[config.mk]
export PLATFORM = sky130hd
export DESIGN_NAME = fifo_stream_reader
export DESIGN_NICKNAME = d
export VERILOG_FILES = /design/src/rtl/fifo_rd_pkg.sv /design/src/rtl/stream_skid_reg.sv /design/src/rtl/fifo_stream_reader.sv
export SDC_FILE = /design/constraint.sdc
export NUM_CORES = 1
export LEC_CHECK = 0
export BUFFER_PORTS_ARGS = -buffer_cell sky130_fd_sc_hd__buf_2
export CAP_MARGIN = 30
export CORE_AREA = 10 10 394 396
export DETAILED_ROUTE_END_ITERATION = 8
export DIE_AREA = 0 0 404 406
export PLACE_DENSITY = 0.5
export SLEW_MARGIN = 20
export SYNTH_ARGS = -nofsm -noshare
export SYNTH_HDL_FRONTEND = slang
export SYNTH_SLANG_ARGS = --single-unit
export TNS_END_PERCENT = 1
[constraint.sdc]
create_clock -name clk -period 39.9 [get_ports clk]
set_input_delay 1.995 -clock clk [delete_from_list [all_inputs] [get_ports clk]]
set_output_delay 1.995 -clock clk [all_outputs]
set_load 0.01 [all_outputs]
[src/rtl/fifo_rd_pkg.sv]
// +----------------------------------------------------------------------------+
// | fifo_rd_pkg: shared types and helpers for the fifo_stream_reader block.    |
// | Rev 1.0 - initial release                                                  |
// +----------------------------------------------------------------------------+
`default_nettype none

package fifo_rd_pkg;

  typedef enum logic [1:0] {
    ST_IDLE   = 2'd0,
    ST_IN_PKT = 2'd1,
    ST_FLUSH  = 2'd2
  } rd_state_e;

  localparam int C_STATS_W_DEFAULT = 32;

  // The packet-end flag sits directly above the payload in each FIFO word.
  function automatic int last_bit(input int data_width);
    return data_width;
  endfunction

endpackage

`default_nettype wire

[src/rtl/stream_skid_reg.sv]
// +----------------------------------------------------------------------------+
// | stream_skid_reg: two-entry main+skid output buffer with occupancy count.   |
// | Rev 1.0 - initial release                                                  |
// +----------------------------------------------------------------------------+
`default_nettype none

module stream_skid_reg #(
  parameter int WIDTH = 513
) (
  input  logic             clk,
  input  logic             rst_n,
  input  logic             i_push,
  input  logic [WIDTH-1:0] i_data,
  input  logic             i_ready,
  output logic [WIDTH-1:0] o_data,
  output logic             o_valid,
  output logic [1:0]       o_occ
);

  logic [1:0]       r_occ;
  logic [WIDTH-1:0] r_main;
  logic [WIDTH-1:0] r_skid;
  logic             w_xfer;

  assign w_xfer  = (r_occ != 2'd0) && i_ready;
  assign o_valid = (r_occ != 2'd0);
  assign o_data  = r_main;
  assign o_occ   = r_occ;

  always_ff @(posedge clk or negedge rst_n) begin
    if (!rst_n) begin
      r_occ <= 2'd0;
    end else begin
      case ({i_push, w_xfer})
        2'b10:   r_occ <= r_occ + 2'd1;
        2'b01:   r_occ <= r_occ - 2'd1;
        default: r_occ <= r_occ;
      endcase
    end
  end

  // Payload storage carries no reset; validity is tracked by r_occ alone.
  always_ff @(posedge clk) begin
    case (r_occ)
      2'd0: begin
        if (i_push) r_main <= i_data;
      end
      2'd1: begin
        if (i_push && w_xfer) r_main <= i_data;
        else if (i_push)      r_skid <= i_data;
      end
      2'd2: begin
        if (w_xfer) r_main <= r_skid;
      end
      default: begin
        r_main <= r_main;
      end
    endcase
  end

endmodule

`default_nettype wire

[src/rtl/fifo_stream_reader.sv]
// +----------------------------------------------------------------------------+
// | fifo_stream_reader: drains a fallthrough FIFO onto a valid/ready stream    |
// | with packet tracking and packet-granular flush. FIFO_RD_STATS_EN adds      |
// | packet/drop counters. Rev 1.0 - initial release                            |
// +----------------------------------------------------------------------------+
`default_nettype none

module fifo_stream_reader
  import fifo_rd_pkg::*;
#(
  parameter int DATA_WIDTH = 512
`ifdef FIFO_RD_STATS_EN
  ,
  parameter int STATS_W    = C_STATS_W_DEFAULT
`endif
) (
  input  logic                  clk,
  input  logic                  rst_n,
  input  logic [DATA_WIDTH:0]   i_fifo_dout,
  input  logic                  i_fifo_empty,
  output logic                  o_fifo_rd_en,
  output logic [DATA_WIDTH-1:0] o_m_tdata,
  output logic                  o_m_tlast,
  output logic                  o_m_tvalid,
  input  logic                  i_m_tready,
  input  logic                  i_flush,
  output logic                  o_flush_busy,
  output logic                  o_in_pkt
`ifdef FIFO_RD_STATS_EN
  ,
  output logic [STATS_W-1:0]    o_pkt_cnt,
  output logic [STATS_W-1:0]    o_drop_cnt
`endif
);

  localparam int C_LAST = last_bit(DATA_WIDTH);

  rd_state_e         r_state;
  logic              r_flush_pending;
  logic [1:0]        w_occ;
  logic              w_rd_req;
  logic              w_pop;
  logic              w_push;
  logic              w_last_in;
  logic [DATA_WIDTH:0] w_head;

  assign w_last_in = i_fifo_dout[C_LAST];

  // A pending flush in IDLE blocks the pop so the next packet is caught whole.
  always_comb begin
    w_rd_req = 1'b0;
    case (r_state)
      ST_IDLE:   w_rd_req = !i_fifo_empty && (w_occ != 2'd2) && !r_flush_pending;
      ST_IN_PKT: w_rd_req = !i_fifo_empty && (w_occ != 2'd2);
      ST_FLUSH:  w_rd_req = !i_fifo_empty;
      default:   w_rd_req = 1'b0;
    endcase
  end

  assign w_pop        = w_rd_req && rst_n;
  assign w_push       = w_pop && (r_state != ST_FLUSH);
  assign o_fifo_rd_en = w_pop;
  assign o_flush_busy = r_flush_pending || (r_state == ST_FLUSH);
  assign o_in_pkt     = (r_state == ST_IN_PKT);

  always_ff @(posedge clk or negedge rst_n) begin
    if (!rst_n) begin
      r_state         <= ST_IDLE;
      r_flush_pending <= 1'b0;
    end else begin
      if (r_flush_pending) begin
        if ((r_state == ST_FLUSH) && w_pop && w_last_in) r_flush_pending <= 1'b0;
      end else if (i_flush) begin
        r_flush_pending <= 1'b1;
      end

      case (r_state)
        ST_IDLE: begin
          if (r_flush_pending)         r_state <= ST_FLUSH;
          else if (w_pop && !w_last_in) r_state <= ST_IN_PKT;
        end
        ST_IN_PKT: begin
          if (w_pop && w_last_in) r_state <= ST_IDLE;
        end
        ST_FLUSH: begin
          if (w_pop && w_last_in) r_state <= ST_IDLE;
        end
        default: r_state <= ST_IDLE;
      endcase
    end
  end

  stream_skid_reg #(
    .WIDTH (DATA_WIDTH + 1)
  ) u_skid (
    .clk     (clk),
    .rst_n   (rst_n),
    .i_push  (w_push),
    .i_data  (i_fifo_dout),
    .i_ready (i_m_tready),
    .o_data  (w_head),
    .o_valid (o_m_tvalid),
    .o_occ   (w_occ)
  );

  assign o_m_tdata = w_head[DATA_WIDTH-1:0];
  assign o_m_tlast = w_head[C_LAST];

`ifdef FIFO_RD_STATS_EN
  logic [STATS_W-1:0] r_pkt_cnt;
  logic [STATS_W-1:0] r_drop_cnt;

  always_ff @(posedge clk or negedge rst_n) begin
    if (!rst_n) begin
      r_pkt_cnt  <= '0;
      r_drop_cnt <= '0;
    end else begin
      if (o_m_tvalid && i_m_tready && o_m_tlast) r_pkt_cnt <= r_pkt_cnt + 1'b1;
      if ((r_state == ST_FLUSH) && w_pop && w_last_in) r_drop_cnt <= r_drop_cnt + 1'b1;
    end
  end

  assign o_pkt_cnt  = r_pkt_cnt;
  assign o_drop_cnt = r_drop_cnt;
`endif

endmodule

`default_nettype wire

# After elaboration in Yosys (flattened, before gate mapping)
# Index checks and enable logic that the tools add are counted.
[op_classes]
multipliers = 0
div = 0
shifts = 0
muxes = 13
eq_ne = 13
n_reduce_logical = 23
n_lt_le_gt_ge = 0
bitwise = 1
n_addsub = 2
[ops]
columns = ["cell", "n"]
rows = [
  ["$mux 513", 3],
  ["$pmux 513 s3", 1],
  ["$logic_and 1x1->1", 10],
  ["$ne 2x1->1 const B", 4],
  ["$pmux 2 s2", 2],
  ["$eq 2x1->1 const B", 3],
  ["$eq 2x2->1 const B", 3],
  ["$mux 2", 3],
  ["$logic_not 2->1", 2],
  ["$ne 2x2->1 const B", 2],
  ["$reduce_and 4->1", 1],
  ["$reduce_bool 2->1", 2],
  ["$logic_not 1->1", 3],
  ["$mux 1", 3],
  ["$ne 3x3->1 const B", 1],
  ["$pmux 1 s3", 1],
  ["$reduce_and 3->1", 1],
  ["$reduce_bool 3->1", 1],
  ["$add 2x1->2 const B", 1],
  ["$reduce_and 2->1", 1],
  ["$reduce_or 2->1", 1],
  ["$sub 2x1->2 const B", 1],
  ["$logic_or 1x1->1", 1],
  ["$not 1->1", 1],
]
[word_totals]
mem_bits_rw = 0
out_inout_bits = 517
word_cells = 57
memories = 0
inputBits = 518
latch_bits = 0
regBits = 1031
romBits = 0

# Logic depth before layout (Yosys ltp)
# Gate-level depths: netlist (run 1).
[depth]
ltp_word = 9
ltp_mapped = 10
ltp_nobuf = 10

# Cells and area by module
# Synthesis (run 1) repeated with hierarchy kept, for this count alone.
[hier_totals]
cells_unflattened = 1651
hier_area_um2 = 37597.3
[by_module_without_submodules]
columns = ["module", "area_per_inst_um2", "n_inst", "seq_area_each_um2", "cells_per_inst"]
rows = [
  ["stream_skid_reg", 37288.3, 1, 30859.6, 1619],
  ["fifo_stream_reader", 309.0, 1, 75.1, 32],
]

# Worst setup path before layout (run 1)
# No wires, ideal clock.
[synth_timing]
kind = "input port to flip-flop"
start = "input i_fifo_empty"
end = "register u_skid.r_main[0], in the netlist u_skid.o_data[0] (enable)"
required_time_ps = 38334
stages = 8
setup_slack_ps = 10291
t_arrival_ps = 28044
path_cell_list = "or3b_4 -> a211oi_4 -> nand2b_2 -> inv_1 -> ha_1 -> inv_1 -> a221o_1 -> a21oi_1"
[synth_between]
elab_chain_len = 9
word_cells_on_any_way = 10
[synth_lines]
columns = ["element", "line", "text"]
rows = [
  ["start, declared", "fifo_stream_reader.sv:20", "input logic i_fifo_empty,"],
  ["$logic_not 1->1 *", "fifo_stream_reader.sv:53, fifo_stream_reader.sv:54, fifo_stream_reader.sv:55", ""],
  ["$logic_and 1x1->1", "fifo_stream_reader.sv:53, fifo_stream_reader.sv:54", ""],
  ["$logic_and 1x1->1", "fifo_stream_reader.sv:53", "ST_IDLE: w_rd_req = !i_fifo_empty && (w_occ != 2'd2) && !r_flush_pending;"],
  ["$pmux 1 s3 *", "fifo_stream_reader.sv:52", "case (r_state)"],
  ["$logic_and 1x1->1 *", "fifo_stream_reader.sv:60", "assign w_pop = w_rd_req && rst_n;"],
  ["via o_fifo_rd_en", "fifo_stream_reader.sv:21", "output logic o_fifo_rd_en,"],
  ["$logic_and 1x1->1 *", "fifo_stream_reader.sv:61", "assign w_push = w_pop && (r_state != ST_FLUSH);"],
  ["$logic_and 1x1->1", "stream_skid_reg.sv:49", "if (i_push && w_xfer) r_main <= i_data;"],
  ["$ne 2x1->1 (no line)", "--", ""],
  ["$reduce_and 4->1 (no line) *", "--", ""],
  ["end signal, assigned", "stream_skid_reg.sv:49", ""],
  ["end signal, assigned", "stream_skid_reg.sv:53", "if (w_xfer) r_main <= r_skid;"],
  ["end signal, assigned", "stream_skid_reg.sv:56", "r_main <= r_main;"],
  ["end, declared", "stream_skid_reg.sv:21", "logic [WIDTH-1:0] r_main;"],
]
# Mark *: on every way through the listed nets, which the timed path passes. The rest lies on a longest branch.
# A chain may end at the register's enable or synchronous reset.

# Final worst setup path (run 1)
[layout_timing]
start = "input rst_n"
end = "register u_skid.r_main[297], in the netlist u_skid.o_data[297] (enable)"
[layout_between]
elab_chain_len = 5
word_cells_on_any_way = 6
[layout_lines]
columns = ["element", "line", "text"]
rows = [
  ["start, declared", "fifo_stream_reader.sv:18", "input logic rst_n,"],
  ["$logic_and 1x1->1 *", "fifo_stream_reader.sv:60", ""],
  ["$logic_and 1x1->1 *", "fifo_stream_reader.sv:61", ""],
  ["$logic_and 1x1->1", "stream_skid_reg.sv:49", ""],
  ["$ne 2x1->1 (no line)", "--", ""],
  ["$reduce_and 4->1 (no line) *", "--", ""],
]
# Mark *: on every way between the ends. The rest lies on a longest branch, timed or not.

==> impl_metrics.py, run 1 <==
metrics = {
    "cts": {
        "cts.sinks": 1031,
        "cts_buffers": 109,
        "cts_tree": "built",
        "htreeDepth": 3,
        "clockBufferDepth": 3,
        "cts_root_buf": "clkbuf_16",
        "clk_pin_slew_worst_paths_ps": 60,
        "clock_latency_ps": 700,
        "postCtsHoldBufs": 0,
        "cts_setup_buffers": 0,
        "cts_resized": 0,
    },
    "setup_path": {
        "critPathSlowestCell": "buf_4",
        "required_ps": 40210,
        "cpMostUsedCell": "buf_4",
        "crit_path_end_kind": "flop",
        "arrival_ps": 7520,
        "path_buf_inv": 7,
        "worstPathMaxFanout": 68,
        "crit_type": "in2reg",
        "cpPeakStageDelay_ps": 810,
        "critPathTopFamily": "buffers and inverters",
        "reg2regPathDepth": 14,
        "path_cells": "buf_2 -> or3b_4 -> a211oi_4 -> nand2b_2 -> inv_1 -> ha_1 -> inv_1 -> a221o_1 -> a21oi_4 -> buf_4 -> buf_4 -> buf_4 -> buf_4",
        "critPathLaunchType": "input pin",
        "crit_cells": 13,
    },
    "sta": {
        "fin_crit_sh_pct": 18.06,
        "worstMarginPinSlew_ps": 1053,
        "clock_skew_ps": 24.13,
        "setup_violations": 0,
        "final-max-slew-violation-count": 0,
        "setup_tns_ps": 0,
        "post-route-min-period_ps": 7206,
        "timing_hold_violations_final": 0,
        "whs_ps": 530.3,
        "clock.fmax_ghz": 0.1388,
        "slew_headroom_pct": 29.83,
        "rsz0062_at_grt": "no",
    },
    "logic_synthesis": {
        "postSynthCellCount": 1645,
        "netlist_area_um2": 37350,
        "synth_ff_type": "edfxtp_1",
        "yosysSeqAreaShare_pct": 82.82,
        "avgSynthCellArea_um2": 22.71,
        "synth_fp_nets": 2174,
        "synth-seq-cells": 1031,
        "yosysTopAreaCell": "edfxtp_1",
        "yosysMostFrequentCell": "edfxtp_1",
        "synthArstFlopShare_pct": 0.4850,
        "synthTopCellsByArea": "edfxtp_1 (82%), mux2_2 (15%), buf_2 (0.71%), ha_1 (0.37%), dfrtp_1 (0.33%)",
        "ys.warnings.count": 0,
        "synth_cell_types": 26,
        "synth_top_area_share_pct": 82.48,
        "synth-edff-count": 1026,
        "synthTopCellsByCount": "edfxtp_1 (1026), mux2_2 (513), buf_2 (53)",
    },
    "finish": {
        "final_layout_size_suffix_gt1_share_pct": 60.94,
        "multi_input_area_um2": 6130,
        "nets": 3286,
        "regArea_um2": 30930,
        "area_growth_pct": 29.95,
        "fin_util_pct": 32.99,
        "stdcell_area_um2": 48540,
        "nFillCells": 14340,
    },
    "global_route": {
        "grt_max_degree": 152,
        "overflow": 0,
        "first_global_vias": 20830,
        "grt_pass1_wl_mm": 159.1,
        "grt_usage_pct": 13.33,
        "antenna_found_initial": 71,
    },
    "floorplan": {
        "core_um2": 147100,
        "start_util_pct": 25.39,
        "die_h_um": 406,
        "ios": 1035,
        "dieArea_um2": 164000,
        "die_w_um": 404,
        "core.rowCount": 141,
    },
    "worst_hold_path": {
        "whs_path_depth": 1,
        "hp-class": "reg2reg",
    },
    "drt": {
        "ant_nets": 0,
        "wire_per_inst_um": 24.07,
        "firstDrtPassIters": 5,
        "initialDrtViolationCount": 1025,
        "drc": 0,
        "vias": 20030,
        "viasPerCell": 4.179,
        "routed_wl_mm": 115.4,
    },
    "outcome": {
        "status": "finished, final reports clean",
    },
    "place": {
        "post_dp_cell_area_um2": 44900,
        "gp_congestion": 0.7925,
        "io_buffers": 1034,
        "dp_hpwl_mm": 85.87,
    },
    "power_and_ir_drop": {
        "p_leak_nw": 17.59,
        "powerDensity_nw_per_um2": 80.20,
        "vdd_drop_max_mv": 0.05620,
    },
    "flow_run": {
        "drv_cap": 0,
    },
}
-- where the power goes --
part	switching [mW]	leakage, nW	total, mW	internal [mW]
clock network	0.422	1.73	1.01	0.583
registers	0.121	9.57	1.78	1.66
logic	0.714	6.29	1.11	0.394
total	1.26	17.6	3.89	2.64
-- per-stage QoR --
stage	cells	total power, mW	setup WS, ps
finish	4794	3.893	32690
global route	4779	4.085	32310
global placement	4573	2.959	31370
detailed placement	4574	2.944	31410
floorplan	1645	2.736	10290
CTS	4770	3.977	32190
-- cell families (layout without fill, tap and decap cells) --
family                   count (synthesis)  after routing  synth area share (%)
AO/OA/AOI/OAI                           11             11                0.2579
XOR/XNOR                                 2              2               0.04691
other                                    0             22                     0
buffers and inverters                   66           1263                0.8408
flip-flops                            1031           1031                 82.82
multiplexers                           513            513                 15.47
adder cells (fa/ha/maj)                 11             11                0.3685
AND/OR/NAND/NOR                         11             11                0.2010
-- placed cells by master, fill, tap and decap left out, types with 2 or more instances in the layout --
master,Yosys,routed
a21oi_1,3,2
buf_12,0,2
buf_16,0,3
buf_2,53,1034
buf_4,0,19
bufinv_16,0,9
clkbuf_1,4,26
clkbuf_16,0,111
clkbuf_8,0,8
clkinv_1,0,19
clkinv_16,0,2
clkinv_2,0,16
dfrtp_1,5,5
diode_2,0,22
edfxtp_1,1026,1026
ha_1,11,10
inv_1,9,9
inv_16,0,2
mux2_2,513,513
nand2_1,2,2
nor2_1,2,2
xnor2_1,2,2
-- worst paths after layout --
| check | startpoint | end | slack [ps] |
|---|---|---|---|
| worst max-delay path | rst_n | u_skid.o_data[297] | 32690 |
| worst min-delay path | u_skid.r_skid[479] | u_skid.o_data[479] | 530 |
| worst max register to register | u_skid.o_occ[0] | u_skid.o_data[297] | 33360 |
| worst min register to register | u_skid.r_skid[479] | u_skid.o_data[479] | 530 |
| max in group asynchronous | rst_n | r_flush_pending | 38650 |
| min in group asynchronous | rst_n | u_skid.o_occ[1] | 1110 |
-- state kept, by name, summed over array words and instances (netlist names) --
signal           cells
u_skid.o_data      513
u_skid.r_skid      513
r_state              2
u_skid.o_occ         2
r_flush_pending      1
-- routing by layer --
metal / track usage, % / up-vias / wire, µm
met4: 4.085 / 90 / 2866
met3: 5.783 / 225 / 11400
li1: - / 8883 / -
met5: 0 / - / 519
met2: 22.12 / 814 / 56240
met1: 15.53 / 10020 / 44340
-- area by class of cell --
class / instances / area share [%]
Clock inverter: 51 / 1.126
Inverter: 9 / 0.06960
Clock buffer: 145 / 6.150
Antenna cell: 22 / 0.1134
Timing Repair Buffer: 1058 / 11.21
Tap cell: 1930 / 4.975
Sequential cell: 1031 / 63.73
Multi-Input combinational cell: 548 / 12.63
Power figures use the tool's default switching activity.
==> inputs of run 2 (changes only) <==
Clock period 39.9 ns to 7.3 ns, I/O delays scaled along.
==> run 2 against run 1 <==
First-iteration DRC count is 38% higher; wire length up 4.7%; combinational power rose to 5.8 times the previous value; final area is 10% higher; critical endpoint is now u_skid.o_data[339]; count of clock-buffer cells in the layout rose by 2; sequential share of layout area shrank 6.0 points; sequential power grew to 5.4 times the previous value; total power grew to 5.5 times the previous value; critical path depth fell by 7.
==> impl_metrics.py, run 2 (synthesized netlist as in run 1, its figures left out) <==
metrics = {
    "place": {
        "post_dp_cell_area_um2": 44970,
        "dpl.cell_count": 4575,
        "gp_congestion": 0.7805,
        "dp_hpwl_mm": 86.52,
        "io_buffers": 1034,
    },
    "setup_path": {
        "worstPathMaxFanout": 63,
        "crit_type": "reg2reg",
        "timing.rr.start": "u_skid.o_occ[0]",
        "critPathLaunchType": "flop",
        "crit_path_end_kind": "flop",
        "critPathLaunch": "u_skid.o_occ[0]",
        "required_ps": 7760,
        "arrival_ps": 4460,
    },
    "cts": {
        "clockBufferDepth": 3,
        "cts_tree": "built",
        "htreeDepth": 3,
        "cts.sinks": 1031,
        "clock_latency_ps": 720,
        "clk_pin_slew_worst_paths_ps": 60,
        "cts_root_buf": "clkbuf_16",
        "cts_buffers": 111,
        "cts_resized": 0,
    },
    "finish": {
        "fin_util_pct": 36.45,
        "nets": 3804,
        "stdcell_area_um2": 53630,
        "stdcell_count": 5319,
        "area_growth_pct": 43.58,
        "final_layout_size_suffix_gt1_share_pct": 51.49,
        "nFillCells": 13950,
        "final_cell_mix": "buf_2 (1034), edfxtp_1 (1026), dlygate4sd3_1 (516), mux2_2 (513), clkbuf_16 (113)",
        "layout_commonest_cell": "buf_2",
    },
    "floorplan": {
        "die_w_um": 404,
        "ios": 1035,
        "core.rowCount": 141,
        "core_um2": 147100,
        "dieArea_um2": 164000,
        "start_util_pct": 25.39,
        "die_h_um": 406,
    },
    "sta": {
        "worstMarginPinSlew_ps": 1044,
        "post-route-min-period_ps": 3997,
        "fin_crit_sh_pct": 54.75,
        "slew_headroom_pct": 30.41,
        "clock_skew_ps": 31.72,
        "timing_hold_violations_final": 0,
        "setup_violations": 0,
        "setup_tns_ps": 0,
        "final-max-slew-violation-count": 0,
        "clock.fmax_ghz": 0.2502,
        "rsz0062_at_grt": "no",
    },
    "flow_run": {
        "drv_cap": 0,
    },
    "global_route": {
        "grt_usage_pct": 14.05,
        "grt_max_degree": 147,
        "grt_pass1_wl_mm": 170.6,
        "overflow": 0,
        "first_global_vias": 23690,
        "antenna_found_initial": 42,
    },
    "power_and_ir_drop": {
        "powerDensity_nw_per_um2": 399.2,
        "p_leak_nw": 19.67,
        "vdd_drop_max_mv": 0.4679,
    },
    "drt": {
        "routed_wl_mm": 120.8,
        "drc": 0,
        "viasPerCell": 4.124,
        "vias": 21930,
        "initialDrtViolationCount": 1418,
        "firstDrtPassIters": 5,
        "wire_per_inst_um": 22.71,
        "ant_nets": 0,
    },
    "outcome": {
        "status": "finished, final reports clean",
    },
    "worst_hold_path": {
        "hp-class": "in2async",
    },
}
-- run 2: cell types whose count changed in the layout (fill, tap and decap cells not counted), sizes merged --
cell	before	now
inv	12	13
clkinvlp	1	4
bufinv	9	2
diode	22	25
clkinv	38	45
dlygate4sd3	0	516
clkbuf	145	147
-- run 2: final timing paths --
kind / depth (start not counted) / slack [ps] / endpoint
max in group asynchronous: 2 / 7010 / r_flush_pending
worst max-delay path: 6 / 3300 / u_skid.o_data[339]
worst max register to register: 6 / 3300 / u_skid.o_data[339]
worst min register to register: 1 / 520 / u_skid.o_data[188]
min in group clk: 5 / 230 / u_skid.o_occ[0]
worst min-delay path: 2 / 140 / r_state[1]
-- run 2: metal layers --
metal  track usage [%]  up-vias  part of all wire (%)
met2             22.64      843                    47
met3             5.010      162                   8.4
li1                  -     9904                     -
met5                 0        -                 0.065
met1             17.66    11010                    42
met4             4.219       16                   2.4
-- run 2: layout make-up --
cell class              count  area [µm²]  area share (%)
repair buffers           1574       10640           19.84
diodes                     25       62.56          0.1167
clock buffers             147        2975           5.548
clock inverters            55       431.7          0.8049
well taps                1930        2415           4.503
inverters                   9       33.78         0.06299
multi-input cells         548        6137           11.44
flip-flops and latches   1031       30930           57.68
-- run 2: per-stage QoR --
step                      hold WS (ps)  power, mW  worst slack (ps)
after floorplan                  69.41      11.98             -3573
after global placement           198.2      16.20              3043
after detailed placement         206.1      16.15              2980
after CTS                        135.0      21.87              2997
after global routing             153.0      22.46              3018
final                            141.3      21.41              3303
-- run 2: worst max-delay path: stages (launching register included) --
cell     delay, ps
dfrtp_1        420
inv_1          130
ha_4           390
buf_4          650
buf_4          780
buf_4          830
mux2_2         420
-- run 2: power breakdown --
group          total [mW]  leakage (nW)  internal (mW)  switching, mW
clock                5.32          1.65           2.94           2.38
sequential           9.64          9.57           9.04          0.598
combinational        6.45          8.45           2.40           4.05
-- run 2: what timing repair did --
item,CTS,global route
endpoints found under the setup margin,0,0
hold buffers,516,0
buffers inserted,0,0
hold endpoints to repair,1027,0
